==> src/rtl/pipeline_stall_ctrl.sv <==
// Central sequencer for the 5-stage core. It produces the enables, flushes and bubble for the pipeline registers.
// It resolves load-use hazards, taken-branch flushes and data-memory waits, and latches a timeout fault.
module pipeline_stall_ctrl #(
  parameter int MEM_TIMEOUT = 15,
  parameter int CNT_W       = 16
) (
  input  logic             clk,
  input  logic             reset,
  input  logic             id_ex_mem_read,
  input  logic [4:0]       id_ex_rd,
  input  logic [4:0]       if_id_rs1,
  input  logic [4:0]       if_id_rs2,
  input  logic             branch_taken,
  input  logic             ex_mem_mem_access,
  input  logic             dmem_ready,
  output logic             pc_en,
  output logic             if_id_en,
  output logic             pipe_en,
  output logic             if_id_flush,
  output logic             id_ex_flush,
  output logic             ex_mem_flush,
  output logic             mem_wb_bubble,
  output logic             dmem_req,
  output logic             fault,
  output logic [CNT_W-1:0] stall_count
);

  typedef enum logic [1:0] {
    S_RUN   = 2'd0,
    S_WAIT  = 2'd1,
    S_FAULT = 2'd2
  } state_t;

  typedef enum logic [2:0] {
    M_NORMAL  = 3'd0,
    M_FREEZE  = 3'd1,
    M_BRANCH  = 3'd2,
    M_LOADUSE = 3'd3,
    M_HALT    = 3'd4
  } mode_t;

  localparam logic [7:0] TIMEOUT = 8'(MEM_TIMEOUT);

  state_t     state;
  state_t     state_next;
  logic [7:0] wait_cnt;
  logic [7:0] wait_next;
  mode_t      mode;
  mode_t      release_mode;
  logic       hazard;

  assign hazard = id_ex_mem_read && (id_ex_rd != 5'd0) &&
                  ((id_ex_rd == if_id_rs1) || (id_ex_rd == if_id_rs2));

  // A branch flushes the dependent instruction, so it masks any coincident hazard.
  assign release_mode = branch_taken ? M_BRANCH : (hazard ? M_LOADUSE : M_NORMAL);

  always_ff @(posedge clk or negedge reset) begin
    if (!reset) begin
      state    <= S_RUN;
      wait_cnt <= 8'd0;
    end else begin
      state    <= state_next;
      wait_cnt <= wait_next;
    end
  end

  always_comb begin
    state_next = state;
    wait_next  = wait_cnt;
    mode       = M_NORMAL;
    case (state)
      S_RUN: begin
        if (ex_mem_mem_access && !dmem_ready) begin
          mode       = M_FREEZE;
          state_next = S_WAIT;
          wait_next  = 8'd1;
        end else begin
          mode = release_mode;
        end
      end
      S_WAIT: begin
        // Ready wins over the timeout when both land in the same cycle.
        if (dmem_ready) begin
          mode       = release_mode;
          state_next = S_RUN;
          wait_next  = 8'd0;
        end else if (wait_cnt == TIMEOUT) begin
          mode       = M_FREEZE;
          state_next = S_FAULT;
        end else begin
          mode      = M_FREEZE;
          wait_next = wait_cnt + 8'd1;
        end
      end
      S_FAULT: begin
        mode = M_HALT;
      end
      default: begin
        mode       = M_HALT;
        state_next = S_RUN;
        wait_next  = 8'd0;
      end
    endcase
    if (!reset) begin
      mode = M_HALT;
    end
  end

  always_comb begin
    pc_en         = 1'b1;
    if_id_en      = 1'b1;
    pipe_en       = 1'b1;
    if_id_flush   = 1'b0;
    id_ex_flush   = 1'b0;
    ex_mem_flush  = 1'b0;
    mem_wb_bubble = 1'b0;
    case (mode)
      M_FREEZE: begin
        pc_en         = 1'b0;
        if_id_en      = 1'b0;
        pipe_en       = 1'b0;
        mem_wb_bubble = 1'b1;
      end
      M_BRANCH: begin
        if_id_flush  = 1'b1;
        id_ex_flush  = 1'b1;
        ex_mem_flush = 1'b1;
      end
      M_LOADUSE: begin
        pc_en       = 1'b0;
        if_id_en    = 1'b0;
        id_ex_flush = 1'b1;
      end
      M_HALT: begin
        pc_en         = 1'b0;
        if_id_en      = 1'b0;
        pipe_en       = 1'b0;
        if_id_flush   = 1'b1;
        id_ex_flush   = 1'b1;
        ex_mem_flush  = 1'b1;
        mem_wb_bubble = 1'b1;
      end
      default: ;
    endcase
  end

  assign dmem_req = reset && (state != S_FAULT) && ex_mem_mem_access;
  assign fault    = reset && (state == S_FAULT);

  always_ff @(posedge clk or negedge reset) begin
    if (!reset) begin
      stall_count <= '0;
    end else if ((state != S_FAULT) && !pc_en && (stall_count != '1)) begin
      stall_count <= stall_count + CNT_W'(1);
    end
  end

endmodule

==> config.mk <==
export PLATFORM = sky130hd
export DESIGN_NAME = pipeline_stall_ctrl
export DESIGN_NICKNAME = d
export VERILOG_FILES = /design/src/rtl/pipeline_stall_ctrl.sv
export SDC_FILE = /design/constraint.sdc
export NUM_CORES = 1
export LEC_CHECK = 0
export BUFFER_PORTS_ARGS = -buffer_cell sky130_fd_sc_hd__buf_4
export CORE_MARGIN = 5
export CORE_UTILIZATION = 50
export CTS_CLUSTER_SIZE = 12
export DETAILED_ROUTE_END_ITERATION = 6
export GPL_TIMING_DRIVEN = 0
export PLACE_DENSITY_LB_ADDON = 0.12
export SLEW_MARGIN = 40
export SYNTH_ARGS = -nofsm -noshare
export SYNTH_HDL_FRONTEND = slang
export SYNTH_SLANG_ARGS = --single-unit
==> constraint.sdc <==
create_clock -name clk -period 5.4 [get_ports clk]
set_clock_uncertainty 0.05 [all_clocks]
set_input_delay 0.81 -clock clk [delete_from_list [all_inputs] [get_ports clk]]
set_output_delay 0.81 -clock clk [all_outputs]
set_load 0.005 [all_outputs]
# == After elaboration in Yosys (flattened, before gate mapping) ==
# Index checks and enable logic that the tools add are counted.
# op_classes
add_sub_neg,2
n_mul,0
n_div,0
magnitude_cmp,0
eq_ne,14
shift,0
mux,19
bitwise_logic,1
reduce_logical,18
# op_table
cell,count
2-to-1 mux 8 bit,3
one-hot mux 8 bit (3 select lines),1
adder 16 x 1 -> 16 bit (second input constant),1
!= test 16 bit (second input constant),1
2-to-1 mux 2 bit,7
equality test 5 bit,2
adder 8 x 1 -> 8 bit (second input constant),1
equality test 8 x 4 -> 1 bit (second input constant),1
logical AND 1 bit,8
equality test 3 x 2 -> 1 bit (second input constant),2
!= test 3 bit (second input constant),2
one-hot mux 2 bit (3 select lines),1
one-hot mux 3 bit (2 select lines),1
AND reduction 3 bit,2
OR reduction 3 bit,2
2-to-1 mux 1 bit,5
nonzero test 5 bit,1
!= test 2 bit (second input constant),2
OR reduction 2 bit,2
equality test 3 x 1 -> 1 bit (second input constant),1
equality test 3 bit (second input constant),1
2-to-1 mux 3 bit,1
equality test 2 x 1 -> 1 bit (second input constant),1
equality test 2 bit (second input constant),1
other kinds (4),4
# totals
regBits,26
latchBits,0
mem_bits_rw,0
mem_bits_ro,0
in_bits,21
output_inout_bits,25
elab_cells,57
mem_count,0

# == Longest topological paths before layout ==
# Gate-level depths: netlist of the first run.
# depth
ltp_word,12
mapped_depth,7
depth_no_buf,7

# == Worst setup path after synthesis of the first run ==
# OpenSTA, ideal clock, no wires.
# synth_path
path_kind,input to output
from,in id_ex_rd[1]
to,out pc_en
arrival_ps,1909
t_required_ps,4540
path_slack_ps,2631
path_stages,5
n_path_buf,1
path_cell_list,or4_4 -> o21ai_4 -> nor2_2 -> a21oi_1 -> buf_4
# synth_via
elab_chain_len,11
elab_cells_between_ends,17
cone_classes,5 x eq/ne; 7 x mux; 5 x reduce/logical
# synth_rtl
element,line_no,text
from (decl),10,"input logic [4:0] id_ex_rd,"
equality test 5 bit or nonzero test 5 bit (tied branches),"53, 52",
logical OR 1 bit or logical AND 1 bit (tied branches),"53, 52",
logical AND 1 bit *,52,assign hazard = id_ex_mem_read && (id_ex_rd != 5'd0) &&
2-to-1 mux 2 bit * (2 in a row),56,assign release_mode = branch_taken ? M_BRANCH : (hazard ? M_LOADUSE : M_NORMAL);
"2-to-1 mux 2 bit, on equally long branches","84, 74",
one-hot mux 3 bit (2 select lines) *,72,case (state)
2-to-1 mux 3 bit *,105,if (!reset) begin
equality test 3 bit (tied with other cells),--,
OR reduction 3 bit (no line) *,--,
2-to-1 mux 1 bit *,--,
to (decl),16,"output logic pc_en,"
# Mark *: on every way between the ends. The rest lies on a longest branch, timed or not.

# == Worst setup path in the final report of the first run ==
# layout_path
from,in id_ex_rd[1]
to,out id_ex_flush
# layout_via
elab_chain_len,11
elab_cells_between_ends,17
cone_classes,5 x eq/ne; 7 x mux; 5 x reduce/logical
# layout_rtl
element,line_no,text
equality test 5 bit or nonzero test 5 bit (tied branches),"53, 52",
logical OR 1 bit or logical AND 1 bit (tied branches),"53, 52",
logical AND 1 bit *,52,
2-to-1 mux 2 bit * (2 in a row),56,
"2-to-1 mux 2 bit, on equally long branches","84, 74",
one-hot mux 3 bit (2 select lines) *,72,
2-to-1 mux 3 bit *,105,
equality test 3 bit or equality test 3 x 2 -> 1 bit (tied branches),118,case (mode)
OR reduction 3 bit (no line) *,--,
2-to-1 mux 1 bit *,118,
to (decl),20,"output logic id_ex_flush,"
# Marked as above.

==> impl_metrics.json, run 1 <==
{
  "regToRegEndpoint": "stall_count[1]",
  "yosys_warnings": 0,
  "synth.area.top_cells": "dfrtp_1 41%, xor2_1 9.4%, xnor2_1 6.6%",
  "grt_pass1_vias": 1311,
  "cts_resized": 0,
  "crit_arrival_ns": 2.23,
  "cp.required_ns": 4.54,
  "startpoint": "id_ex_rd[1]",
  "clock.fmax_mhz": 324,
  "netSwitchingPower_w": 0.000168,
  "syn2layout_area_growth_pct": 28.1,
  "critPathCaptureType": "primary output",
  "p_per_area_nw_per_um2": 274,
  "relSlewSlack_pct": 63.1,
  "vdd_ir_drop_max_mv": 0.248,
  "status": "completed",
  "place_congestion": 0.827,
  "maxSlewViolCount": 0,
  "root_buffer": "clkbuf_4",
  "route.detailed.drc": 0,
  "tns_ns": 0,
  "post_cts_buffers": 0,
  "crit-reg2reg-launch": "stall_count[0]",
  "max_cap_viol_count": 0,
  "ys.flop_type": "dfrtp_1",
  "seqPwrFrac_pct": 47.8,
  "fp.dieH_um": 66.3,
  "period_share_pct": 57.1,
  "worst_pin_slew_ns": 0.548,
  "ios": 46,
  "netlist_area_sq_um": 1580,
  "drtAntennaViolNets": 0,
  "placed_area_sq_um": 1980,
  "path_cells": "buf_4, or4_4, o21ai_4, and2b_2, nor2_1, o21ai_0, buf_4",
  "critPathSlowestCell": "or4_4",
  "layout-drive-gt1-share_pct": 31.1,
  "ys_seq_elements": 26,
  "ys_seq_area_share_pct": 41.1,
  "worst_path_most_repeated_cell": "buf_4",
  "worst-path-max-fanout": 3,
  "crit_path_max_incr_delay_ns": 0.55,
  "synth_top_cells_by_count": "26 x dfrtp_1, 17 x nand2_1, 17 x xor2_1, 16 x nor2_1, 12 x xnor2_1",
  "viasPerCell": 5.33,
  "internal_power_w": 0.000387,
  "dr.pass1.iters": 4,
  "hold_class": "primary input to asynchronous set/reset pin",
  "dpl.hpwl_um": 2680,
  "clock-sinks": 26,
  "start_kind": "primary input",
  "p_sw_share_pct": 30.3,
  "synth_top_area_share_pct": 41.1,
  "clk_latency_ns": 0.32,
  "cts_made_buffers": 3,
  "grt_pass1_wl_um": 5900,
  "pwr-share-comb_pct": 28.2,
  "vias": 1365,
  "layout_min_cycle_time_ns": 3.09,
  "synth_fp_nets": 186,
  "antenna_cells": 0,
  "total_leakage_power_nw": 1.02,
  "antenna_found_initial": 0,
  "reg2reg_depth": 5,
  "synth_cell_types": 44,
  "finalSetupViolCount": 0,
  "utilization_pct": 66.5,
  "wl_per_cell_um": 13.7,
  "start_util_pct": 51.9,
  "yosys.area.top_type": "dfrtp_1",
  "report.final.hold_viol_count": 0,
  "synthArstFlopShare_pct": 100,
  "hold_buffers": 0,
  "endpoint": "id_ex_flush",
  "rsz0062_at_grt": "no",
  "cts_max_level": 1,
  "clock_power_share_pct": 24.0,
  "avgSynthCellArea_sq_um": 9.72,
  "drt_iter0_markers": 113,
  "r2r_slack_ns": 3.28,
  "fin_nets": 236,
  "num_rows": 20,
  "clk_path_buf_depth": 2,
  "cts.clk_slew.worst_paths_ns": 0.15,
  "die_w_um": 66.3,
  "port_buffers": 45,
  "grt_usage_pct": 16.7,
  "synth-edff-count": 0,
  "grt_max_degree": 30,
  "tritoncts": "yes",
  "syn_inst": 163,
  "overflow": 0,
  "synth.most_common_cell": "dfrtp_1",
  "drt_wl_total_um": 3520,
  "dieArea_sq_um": 4390,
  "critical_path_class": "primary input to primary output",
  "final_area_sq_um": 2030,
  "core_sq_um": 3050
}
[area by class of cell]
| cell class | count | area [sq um] |
|---|---|---|
| well taps | 44 | 55.1 |
| plain buffers | 3 | 18.8 |
| clock buffers | 3 | 22.5 |
| repair buffers | 45 | 338 |
| multi-input cells | 130 | 900 |
| flip-flops and latches | 26 | 651 |
| clock inverters | 1 | 30.0 |
| fillers | 257 | 1020 |
| inverters | 4 | 15.0 |
[routing by layer]
metal  up-vias  track usage, %  part of all wire (%)
li1        667               -                     -
met1       666            22.1                    44
met2        30            28.6                    51
met3         2            3.06                   4.2
met4         0            3.05                  0.43
met5         -               0                     0
[per-stage QoR]
step | hold WS, ns | setup WS, ns | power (W) | instances
floorplan | 0.427 | 2.63 | 0.000342 | 163
finish | 0.334 | 2.31 | 0.000555 | 256
global route | 0.345 | 2.26 | 0.000593 | 256
detailed placement | 0.432 | 2.32 | 0.000426 | 252
global placement | 0.425 | 2.33 | 0.000420 | 252
CTS | 0.339 | 2.32 | 0.000560 | 256
[cells by family (layout without fill, tap and decap cells)]
logic type      after synthesis  after routing  share of synthesized area [%]
simple gates                 74             74                           24.4
xor+xnor                     29             29                           16.0
flops                        26             26                           41.1
compound gates               21             21                           11.5
buf+inv                       7             56                           2.13
mux                           4              4                           3.24
fa+ha+maj                     2              2                           1.58
[critical path, delay by kind of cell]
family,cells,cell delay (ns)
buffers and inverters,2,0.29
AND/OR/NAND/NOR,3,0.85
AO/OA/AOI/OAI,2,0.27
[state kept, by name, indices dropped and copies added, names as in the netlist]
signal       cells
stall_count     16
wait_cnt         8
state            2
[worst min path at each step]
stage | startpoint | to | slack (ns) | cells past startpoint
after floorplan | stall_count[10] | stall_count[10] | 0.43 | 1
after global placement | stall_count[5] | stall_count[5] | 0.43 | 1
after detailed placement | stall_count[10] | stall_count[10] | 0.43 | 1
after CTS | reset | state[0] | 0.34 | 1
after global routing | reset | wait_cnt[7] | 0.34 | 1
final | reset | state[0] | 0.33 | 1
[power groups by stage]
stage	registers (W)	logic (W)	clock network (W)
2_1_floorplan	0.000264	0.0000778	0
3_3_place_gp	0.000267	0.000153	0
3_5_place_dp	0.000268	0.000158	0
4_1_cts	0.000265	0.000159	0.000136
5_1_grt	0.000272	0.000177	0.000144
6_report	0.000265	0.000156	0.000134
[layout by cell type (no fill, tap or decap), types with 3 or more instances in the layout]
| master | count |
|---|---|
| buf_4 | 47 |
| dfrtp_1 | 26 |
| nand2_1 | 17 |
| xor2_1 | 17 |
| nor2_1 | 16 |
| xnor2_1 | 12 |
| nand3_1 | 11 |
| o21ai_0 | 6 |
| and3_1 | 5 |
| inv_1 | 4 |
| nor3_1 | 4 |
| nand4_1 | 3 |
| clkbuf_4 | 3 |
No activity file was read; power rests on OpenSTA's default activity.
==> run 2: changes to the inputs <==
==> constraint.sdc (replaced) <==
create_clock -name clk -period 2.95 [get_ports clk]
set_clock_uncertainty 0.05 [all_clocks]
set_input_delay 0.4425 -clock clk [delete_from_list [all_inputs] [get_ports clk]]
set_output_delay 0.4425 -clock clk [all_outputs]
set_load 0.005 [all_outputs]
==> run 2 against run 1 <==
Net effect: flip-flop and latch count unchanged; final cell count rose by 0.39%; clock power increased by 83%; combinational power is 84% higher; wire length up 0.11%; register-to-register slack got worse by 2.4 ns; critical path depth unchanged; count of clock-buffer cells in the layout did not move; hold slack worse by 0.048 ns; sequential share of layout area down 0.16 points; utilization is 0.33 points higher; first-iteration DRC count down 1.8%; largest power group unchanged.
==> impl_metrics.json, run 2 (synthesized netlist as in run 1, its figures left out) <==
{
  "wl_per_cell_um": 13.7,
  "dieArea_sq_um": 4390,
  "die_w_um": 66.3,
  "start_util_pct": 51.9,
  "layout-drive-gt1-share_pct": 31.0,
  "overflow": 0,
  "layout_min_cycle_time_ns": 2.76,
  "max_cap_viol_count": 0,
  "clk_path_buf_depth": 2,
  "maxSlewViolCount": 0,
  "drtAntennaViolNets": 0,
  "route.detailed.drc": 0,
  "rsz0062_at_grt": "no",
  "worst_pin_slew_ns": 0.548,
  "clock.fmax_mhz": 363,
  "tns_ns": 0,
  "largest_register_ff_count": 16,
  "root_buffer": "clkbuf_4",
  "setup_slack_ns": 0.194,
  "top_regs": "stall_count (16), wait_cnt (8), state (2)",
  "drt_wl_total_um": 3520,
  "place_congestion": 0.827,
  "port_buffers": 45,
  "syn2layout_area_growth_pct": 28.8,
  "critical_path_class": "primary input to primary output",
  "grt_max_degree": 30,
  "timing.critical_path.buf_inv": 4,
  "dp_cells": 252,
  "num_rows": 20,
  "critPathCaptureType": "primary output",
  "cts_max_level": 1,
  "top_register": "stall_count",
  "finalSetupViolCount": 0,
  "p_per_area_nw_per_um2": 499,
  "vdd_ir_drop_max_mv": 0.453,
  "layout_common_cells": "47 x buf_4, 26 x dfrtp_1, 17 x nand2_1, 17 x xor2_1, 16 x nor2_1",
  "tritoncts": "yes",
  "ios": 46,
  "grt_pass1_wl_um": 5920,
  "status": "completed",
  "start_kind": "primary input",
  "path_cells": "dlygate4sd3_1, buf_4, nor2b_1, o21ai_1, a21oi_1, buf_4, buf_4",
  "grt_pass1_vias": 1317,
  "worst-path-max-fanout": 29,
  "grt_usage_pct": 16.8,
  "vias": 1370,
  "worst_path_most_repeated_cell": "buf_4",
  "fp.dieH_um": 66.3,
  "fin_nets": 237,
  "period_share_pct": 93.4,
  "crit_arrival_ns": 2.26,
  "dr.pass1.iters": 4,
  "antenna_found_initial": 0,
  "relSlewSlack_pct": 63.1,
  "dp_slack_ns": 0.603,
  "clock-sinks": 26,
  "fin_cells": 257,
  "path_delay_family": "buffers and inverters",
  "viasPerCell": 5.33,
  "cts_made_buffers": 3,
  "drt_iter0_markers": 111,
  "dpl.hpwl_um": 2680,
  "nFillCells": 256,
  "total_leakage_power_nw": 1.02,
  "hold_slack_ns": 0.287,
  "critPathSlowestCell": "dlygate4sd3_1",
  "hold_class": "primary input to register",
  "cp.required_ns": 2.46,
  "crit_path_max_incr_delay_ns": 0.53,
  "core_sq_um": 3050,
  "antenna_cells": 0,
  "clk_latency_ns": 0.32,
  "report.final.hold_viol_count": 0,
  "cts.clk_slew.worst_paths_ns": 0.15,
  "layout_commonest_cell": "buf_4"
}
[run 2: cell count changes in the layout (fill, tap and decap cells not counted), sizes merged]
cell         previous run  this run
dlygate4sd3             0         1
[run 2: report_power, final]
group          leakage, nW  internal [W]  total, W  switching (W)
combinational        0.650      0.000160  0.000287       0.000127
clock               0.0279      0.000137  0.000245       0.000108
sequential           0.346      0.000412  0.000485      0.0000736
total                 1.02      0.000709   0.00102       0.000309
[run 2: metrics by stage]
stage          total power, W  instance area [sq um]  util (%)
6_report              0.00102                   2040      66.8
5_1_grt               0.00109                   2040      66.8
4_1_cts               0.00103                   2040      66.8
3_5_place_dp         0.000780                   1980      64.8
3_3_place_gp         0.000769                   1980      64.8
2_1_floorplan        0.000625                   1580         -
[run 2: worst reg2reg max path, delay by kind of cell (launching register included)]
family / cells / cell delay (ns)
compound gates: 2 / 0.66
mux: 1 / 0.35
fa+ha+maj: 1 / 0.31
flops: 1 / 0.48
simple gates: 1 / 0.18
[run 2: what timing repair did]
item / in CTS / in global routing
gates resized for setup: 0 / 0
endpoints found under the hold margin: 26 / 0
hold buffers: 1 / 0
buffers inserted: 0 / 0
[run 2: path summary, 6_finish.rpt]
| check | start | to | slack [ns] | cells after the start |
|---|---|---|---|---|
| worst max-delay path | reset | pc_en | 0.19 | 7 |
| worst min-delay path | dmem_ready | state[0] | 0.29 | 2 |
| worst max register to register | stall_count[0] | stall_count[1] | 0.83 | 5 |
| worst min register to register | stall_count[5] | stall_count[5] | 0.46 | 1 |
| max in group asynchronous | reset | stall_count[5] | 2.07 | 2 |
| min in group asynchronous | reset | stall_count[14] | 0.52 | 2 |
[run 2: routing by layer]
layer / wire length (um) / vias to the layer above / GRT usage (%)
met4: 15 / 0 / 3.05
li1: - / 669 / -
met1: 1570 / 667 / 22.1
met2: 1790 / 32 / 28.9
met3: 149 / 2 / 3.06
met5: 0 / - / 0
[run 2: final cells by class]
| cell class | instances | area (sq um) | share of cell area (%) |
|---|---|---|---|
| multi-input cells | 130 | 900 | 44.1 |
| clock inverters | 1 | 30.0 | 1.47 |
| well taps | 44 | 55.1 | 2.70 |
| clock buffers | 3 | 22.5 | 1.10 |
| inverters | 4 | 15.0 | 0.736 |
| plain buffers | 3 | 18.8 | 0.920 |
| repair buffers | 46 | 348 | 17.1 |
| flip-flops and latches | 26 | 651 | 31.9 |
==> run 3: changes to the inputs <==
--- a/config.mk
+++ b/config.mk
@@ -11,7 +11,7 @@
 export CTS_CLUSTER_SIZE = 12
 export DETAILED_ROUTE_END_ITERATION = 6
 export GPL_TIMING_DRIVEN = 0
-export PLACE_DENSITY_LB_ADDON = 0.12
+export PLACE_DENSITY = 0.77
 export SLEW_MARGIN = 40
 export SYNTH_ARGS = -nofsm -noshare
 export SYNTH_HDL_FRONTEND = slang
==> run 3 against run 2 <==
Net effect: die area unchanged; largest cell class unchanged; highest routed layer unchanged; design area rose by 0.18%; power is 1.1% higher; setup slack better by 0.033 ns; critical path type unchanged.
==> impl_metrics.json, run 3 (synthesized netlist as in run 1, its figures left out) <==
{
  "cp.required_ns": 2.46,
  "drt_wl_total_um": 3730,
  "grt_pass1_wl_um": 6310,
  "critical_path_class": "primary input to primary output",
  "cts_made_buffers": 3,
  "critPathSlowestCell": "dlygate4sd3_1",
  "drt_iter0_markers": 110,
  "report.final.hold_viol_count": 0,
  "ios": 46,
  "p_sw_share_pct": 31.0,
  "multi_input_area_sq_um": 900,
  "dr.pass1.iters": 4,
  "timing.critical_path.buf_inv": 4,
  "syn2layout_area_growth_pct": 29.0,
  "layout-drive-gt1-share_pct": 31.0,
  "vias": 1361,
  "clock.fmax_mhz": 367,
  "tritoncts": "yes",
  "place_congestion": 0.744,
  "rsz0062_at_grt": "no",
  "max_cap_viol_count": 0,
  "layout_min_cycle_time_ns": 2.72,
  "nFillCells": 265,
  "maxSlewViolCount": 0,
  "dpl.hpwl_um": 2900,
  "antenna_found_initial": 0,
  "root_buffer": "clkbuf_4",
  "antenna_cells": 0,
  "clock_power_share_pct": 24.9,
  "drtAntennaViolNets": 0,
  "grt_usage_pct": 18.5,
  "wl_per_cell_um": 14.5,
  "hold_slack_ns": 0.269,
  "status": "completed",
  "dieArea_sq_um": 4390,
  "finalSetupViolCount": 0,
  "vdd_ir_drop_max_mv": 0.507,
  "cts_max_level": 1,
  "worst_path_most_repeated_cell": "buf_4",
  "clk_latency_ns": 0.33,
  "die_w_um": 66.3,
  "critPathCaptureType": "primary output",
  "start_kind": "primary input",
  "path_delay_family": "buffers and inverters",
  "p_per_area_nw_per_um2": 503,
  "internal_power_w": 0.000709,
  "seqPwrFrac_pct": 47.3,
  "grt_max_degree": 30,
  "hold_class": "primary input to register",
  "worst_pin_slew_ns": 0.615,
  "port_buffers": 45,
  "netSwitchingPower_w": 0.000319,
  "path_cells": "dlygate4sd3_1, buf_6, nor2b_1, o21ai_1, a21oi_1, buf_4, buf_4",
  "clock-sinks": 26,
  "worst-path-max-fanout": 29,
  "largest_register_ff_count": 16,
  "viasPerCell": 5.30,
  "top_register": "stall_count",
  "pwr-share-comb_pct": 27.8,
  "dp_cells": 252,
  "tns_ns": 0,
  "seqCellArea_sq_um": 651,
  "num_rows": 20,
  "crit_arrival_ns": 2.23,
  "start_util_pct": 51.9,
  "fp.dieH_um": 66.3,
  "period_share_pct": 92.3,
  "total_leakage_power_nw": 1.02,
  "fin_cells": 257,
  "overflow": 0,
  "cts.clk_slew.worst_paths_ns": 0.15,
  "route.detailed.drc": 0,
  "top_regs": "stall_count (16), wait_cnt (8), state (2)",
  "layout_commonest_cell": "buf_4",
  "relSlewSlack_pct": 58.6,
  "crit_path_max_incr_delay_ns": 0.54,
  "clk_path_buf_depth": 2,
  "layout_common_cells": "46 x buf_4, 26 x dfrtp_1, 17 x nand2_1, 17 x xor2_1, 16 x nor2_1",
  "grt_pass1_vias": 1379,
  "core_sq_um": 3050,
  "fin_nets": 237
}
## run 3: cell types whose count changed in the layout (fill, tap and decap cells not counted)
cell and delta:
buf_6 +1, buf_4 -1
## run 3: timing repair
item / 4_1_cts / 5_1_grt
setup buffers: 0 / 0
hold buffers: 1 / 0
hold endpoints to repair: 26 / 0
setup endpoints to repair: 0 / 1
gates resized for setup: 0 / 1
## run 3: worst paths after layout
kind / slack [ns] / start / end / cells after the start
min: 0.27 / dmem_ready / state[1] / 2
min reg2reg: 0.45 / stall_count[10] / stall_count[10] / 1
max: 0.23 / reset / pc_en / 7
max in group asynchronous: 2.18 / reset / stall_count[14] / 2
min in group asynchronous: 0.46 / reset / state[1] / 2
max reg2reg: 0.80 / stall_count[0] / stall_count[1] / 5
## run 3: per-layer routing
metal | GRT usage, % | vias to the layer above | part of all wire, %
met1 | 20.8 | 656 | 41
li1 | - | 669 | -
met4 | 5.58 | 0 | 1.6
met5 | 0 | - | 0
met3 | 3.40 | 6 | 3.9
met2 | 34.8 | 30 | 54
## run 3: power groups by stage
stage / Clock (W) / Combinational [W] / Sequential, W
final: 0.000256 / 0.000286 / 0.000487
after global routing: 0.000274 / 0.000325 / 0.000499
after CTS: 0.000259 / 0.000292 / 0.000487
after detailed placement: 0 / 0.000290 / 0.000493
after global placement: 0 / 0.000280 / 0.000487
after floorplan: 0 / 0.000142 / 0.000483
## run 3: cell type report
cell class / count / share of cell area, %
Buffer: 3 / 0.919
Sequential cell: 26 / 31.8
Inverter: 4 / 0.735
Tap cell: 44 / 2.69
Timing Repair Buffer: 46 / 17.2
Clock inverter: 1 / 1.47
Clock buffer: 3 / 1.10
Multi-Input combinational cell: 130 / 44.0
## run 3: worst register-to-register path, cell delays in order, from the launching register on
cell and delay (ns):
dfrtp_1 0.48, ha_1 0.29, nand3_1 0.21, o311a_1 0.41, a21oi_4 0.26, mux2_1 0.35
## run 3: per-stage QoR
step / total power [W] / instance area, sq um / utilization (%) / worst slack [ns]
floorplan: 0.000625 / 1580 / - / 0.916
finish: 0.00103 / 2040 / 66.9 / 0.226
global placement: 0.000766 / 1980 / 64.8 / 0.623
detailed placement: 0.000783 / 1980 / 64.8 / 0.606
global route: 0.00110 / 2040 / 66.9 / 0.0622
CTS: 0.00104 / 2040 / 66.8 / 0.134
